--- config.mk ---
export PLATFORM = sky130hd
export DESIGN_NAME = regfile_multiport
export DESIGN_NICKNAME = d
export VERILOG_FILES = /design/src/rtl/regfile_pkg.sv /design/src/rtl/regfile_read_port.sv /design/src/rtl/regfile_multiport.sv
export SDC_FILE = /design/constraint.sdc
export NUM_CORES = 2
export LEC_CHECK = 0
export CAP_MARGIN = 20
export CORE_UTILIZATION = 39
export CTS_BUF_LIST = sky130_fd_sc_hd__clkbuf_16
export CTS_CLUSTER_SIZE = 16
export DETAILED_ROUTE_END_ITERATION = 8
export GPL_ROUTABILITY_DRIVEN = 0
export PLACE_DENSITY_LB_ADDON = 0.05
export SLEW_MARGIN = 10
export SYNTH_ARGS = -nofsm -noshare
export SYNTH_HDL_FRONTEND = slang
export SYNTH_HIERARCHICAL = 1
export SYNTH_SLANG_ARGS = --single-unit
--- constraint.sdc ---
create_clock -name clock -period 32.8 [get_ports clock]
set_input_delay 3.28 -clock clock [delete_from_list [all_inputs] [get_ports clock]]
set_output_delay 3.28 -clock clock [all_outputs]
set_load 0.01 [all_outputs]
--- src/rtl/regfile_pkg.sv ---
// regfile_pkg: shared constants and helpers for the multiport register file
package regfile_pkg;
   localparam int DEF_WIDTH = 32;
   localparam int DEF_DEPTH = 32;
   localparam int REG_ZERO_ADDR = 0;
   function automatic int clog2(input int n);
      int r;
      r = 0;
      while ((1 << r) < n) r++;
      return r;
   endfunction
endpackage

--- src/rtl/regfile_read_port.sv ---
// regfile_read_port: one bypassed, masked read lane; registered when REGFILE_SYNC_READ_EN is defined
module regfile_read_port
   import regfile_pkg::*;
#(
   parameter int WIDTH = DEF_WIDTH,
   parameter int DEPTH = DEF_DEPTH,
   parameter int ZERO_REG = 1,
   parameter int ADDR_W = clog2(DEPTH)
) (
`ifdef REGFILE_SYNC_READ_EN
   input  logic                   clock,
   input  logic                   reset,
`endif
   input  logic [DEPTH*WIDTH-1:0] regs,
   input  logic [ADDR_W-1:0]      addr,
   input  logic                   wr_ok,
   input  logic [ADDR_W-1:0]      wr_addr,
   input  logic [WIDTH-1:0]       wr_data,
   output logic [WIDTH-1:0]       data
);
   logic [WIDTH-1:0] sel;
   logic [WIDTH-1:0] value;
   logic             masked;
   always_comb begin
      sel = '0;
      for (int i = 0; i < DEPTH; i++)
         if (32'(addr) == i) sel = regs[i*WIDTH +: WIDTH];
   end
   assign masked = 32'(addr) >= DEPTH || (ZERO_REG != 0 && 32'(addr) == REG_ZERO_ADDR);
   assign value  = (wr_ok && wr_addr == addr) ? wr_data : masked ? '0 : sel;
`ifdef REGFILE_SYNC_READ_EN
   always_ff @(posedge clock or posedge reset)
      if (reset) data <= '0;
      else data <= value;
`else
   assign data = value;
`endif
endmodule

--- src/rtl/regfile_multiport.sv ---
// regfile_multiport: DEPTHxWIDTH register file, one write port, NUM_READ bypassed read ports; REGFILE_SYNC_READ_EN registers the read lanes
module regfile_multiport
   import regfile_pkg::*;
#(
   parameter int WIDTH = DEF_WIDTH,
   parameter int DEPTH = DEF_DEPTH,
   parameter int NUM_READ = 2,
   parameter int ZERO_REG = 1,
   localparam int ADDR_W = clog2(DEPTH)
) (
   input  logic                       clock,
   input  logic                       reset,
   input  logic                       ctrl_writeEnable,
   input  logic [ADDR_W-1:0]          ctrl_writeReg,
   input  logic [WIDTH-1:0]           data_writeReg,
   input  logic [NUM_READ*ADDR_W-1:0] ctrl_readReg,
   output logic [NUM_READ*WIDTH-1:0]  data_readReg
);
   logic [DEPTH*WIDTH-1:0] regs;
   logic                   wr_ok;
   // reset also blocks bypass so every lane reads 0 while it is held
   assign wr_ok = ctrl_writeEnable && !reset && 32'(ctrl_writeReg) < DEPTH &&
                  !(ZERO_REG != 0 && 32'(ctrl_writeReg) == REG_ZERO_ADDR);
   always_ff @(posedge clock or posedge reset)
      if (reset) regs <= '0;
      else if (wr_ok) regs[32'(ctrl_writeReg)*WIDTH +: WIDTH] <= data_writeReg;
   for (genvar k = 0; k < NUM_READ; k++) begin : g_rd
      regfile_read_port #(
         .WIDTH(WIDTH),
         .DEPTH(DEPTH),
         .ZERO_REG(ZERO_REG),
         .ADDR_W(ADDR_W)
      ) u_rd (
`ifdef REGFILE_SYNC_READ_EN
         .clock(clock),
         .reset(reset),
`endif
         .regs(regs),
         .addr(ctrl_readReg[k*ADDR_W +: ADDR_W]),
         .wr_ok(wr_ok),
         .wr_addr(ctrl_writeReg),
         .wr_data(data_writeReg),
         .data(data_readReg[k*WIDTH +: WIDTH])
      );
   end
endmodule

==> out/qor.txt <==
Status: complete, but fails checks
Violated checks: design-rule violations
Maximum vdd drop: 0.0408 mV
Final setup TNS: 0 ps
Area delta synth->final: 10.2%
Global-route wire length before repair: 491000 um
TritonCTS buffer count: 117
Final HPWL DP: 223000 um
Hold-fix buffers at CTS: 0
Hold WC Path Type: reg2reg
# port buffers: 113
PD cells: 48.5 nW/um2
Worst slew pin tran: 1300 ps
Layout cells sized above 1: 0.156
Period utilisation layout: 0.366
Cells after DPL: 7814
WL final: 363000 um
Critical path data required time: 29520 ps
Ys Warns: 6
Die Area: 151000 um2
Rows: 141
Top flop regs: regs: 992 flops
Clk_skew: 0 ps
Finished Layout Cells: 8045
Clock Sinks: 992
Nets@finish: 6057
RSZ-0062 raised after global routing: no
H-tree levels: 3
Drt first-iter violations: 10900
Synth Instances: 6254
Critical Path AT: 8740 ps
Post-CTS setup buffers: 0
DR vias/cell: 7.59
Filler instances: 14600
CTS tree: done
Resize count post-CTS: 0
Cell area after synthesis: 58300 um2
Worst slew margin: 0.135
Final Max Slew Viols: 0
Die X-Extent: 388 um
CTS Buffer Depth: 3
Crit path launch type: input port
Die Y: 388 um
Largest net degree at the start of global routing: 154
IO Count: 114
Global route overflow: 0
Fin. Hold Viols: 0
First drt pass iteration count: 9
DRC: 7
Final setup viols: 0
Clock Tree Root: clkbuf_16
Initial antenna violation count: 22
DR vias: 61100
Maximum operating frequency: 0.0832 GHz
Core ar.: 148000 um2
Clock Latency Late Sink: 780 ps
Worst-path clk slew: 60 ps
Avg Cell Area, Syn: 9.31 um2
Synth Net Count: 6306
Drt wl/cell: 45.2 um
Critical Path End Type: output port
Top reg by flops: regs
Vias in the first global route: 58000
Final Critical Period: 12020 ps
Setup CP Type: in2out
Crit Path Max Fanout: 34
Antenna Nets Post-Route: 0
Leak Pwr: 26.6 nW
Largest register FFs: 992
Initial core utilization: 0.394
Total GRT Usage: 0.469
Max Cap Viol: 0
-- through the flow --
step / setup slack [ps] / hold slack, ps / power (mW) / cell area [um2] / utilization
finish: 20780 / 499 / 3.11 / 64200 / 0.434
global route: 20750 / 516 / 3.16 / 64200 / 0.434
CTS: 20890 / 492 / 3.08 / 64200 / 0.433
detailed placement: 20910 / 477 / 1.80 / 60500 / 0.409
global placement: 20820 / 480 / 1.80 / 60500 / 0.409
floorplan: 1610 / 456 / 1.57 / 58300 / -
-- layout make-up --
class | count | area [um2] | area share
clock buffer | 118 | 2950 | 0.0460
antenna | 14 | 35.0 | 0.000545
inverter | 87 | 334 | 0.00520
tap | 1930 | 2410 | 0.0376
timing repair buffer | 330 | 2780 | 0.0433
clock inverter | 97 | 696 | 0.0108
multi-input combinational | 4477 | 30200 | 0.470
sequential | 992 | 24800 | 0.387
-- cell usage in the layout (no fill, tap or decap), types with 24 or more instances in the layout --
cell,count
mux2_4,83
o221ai_1,136
a31oi_1,24
nand2_1,306
clkbuf_16,118
nand3_1,515
nor2_4,25
clkinv_1,34
a21o_1,32
nor2_1,353
inv_1,105
o21ai_1,33
mux2_1,40
a221oi_1,28
nor3_1,46
or3_1,48
o31ai_1,123
buf_4,218
a21oi_1,164
dfrtp_1,992
clkdlybuf4s50_1,103
nand4_1,124
mux2_2,272
a22o_1,102
o21ai_0,950
a22oi_1,316
o22ai_1,86
o41ai_1,42
a32o_1,24
nor4_1,59
o311a_1,32
mux2i_1,112
-- critical path: stages --
cell	delay, ps
clkdlybuf4s50_1	1000
inv_1	130
ha_1	390
nand2b_1	220
nor2_1	70
ha_1	240
nor3b_1	530
buf_4	270
and3_2	950
a21oi_1	180
a31oi_1	760
clkdlybuf4s50_1	690
-- report_power, final --
part           leakage [nW]  switching (mW)  internal [mW]
clock network          1.88           0.587          0.718
registers              13.6          0.0672           1.29
logic                  11.2           0.347          0.109
total                  26.6            1.00           2.11
-- layer usage --
layer | part of all wire | GRT usage
met2 | 0.40 | 0.658
met4 | 0.12 | 0.456
met5 | 0.00022 | 0.000319
met1 | 0.35 | 0.565
met3 | 0.12 | 0.141
-- worst paths after layout --
check,depth (start not counted),to,slack [ps],startpoint
min reg2reg,1,regs[544],500,regs[544]
min in group asynchronous,2,regs[778],3210,reset
max,12,data_readReg[59],20780,ctrl_writeReg[0]
max in group asynchronous,5,regs[1021],26500,reset
max reg2reg,2,regs[1016],31730,regs[1016]
min,1,regs[544],500,regs[544]
Note: power is estimated with default switching activity, not from simulation.
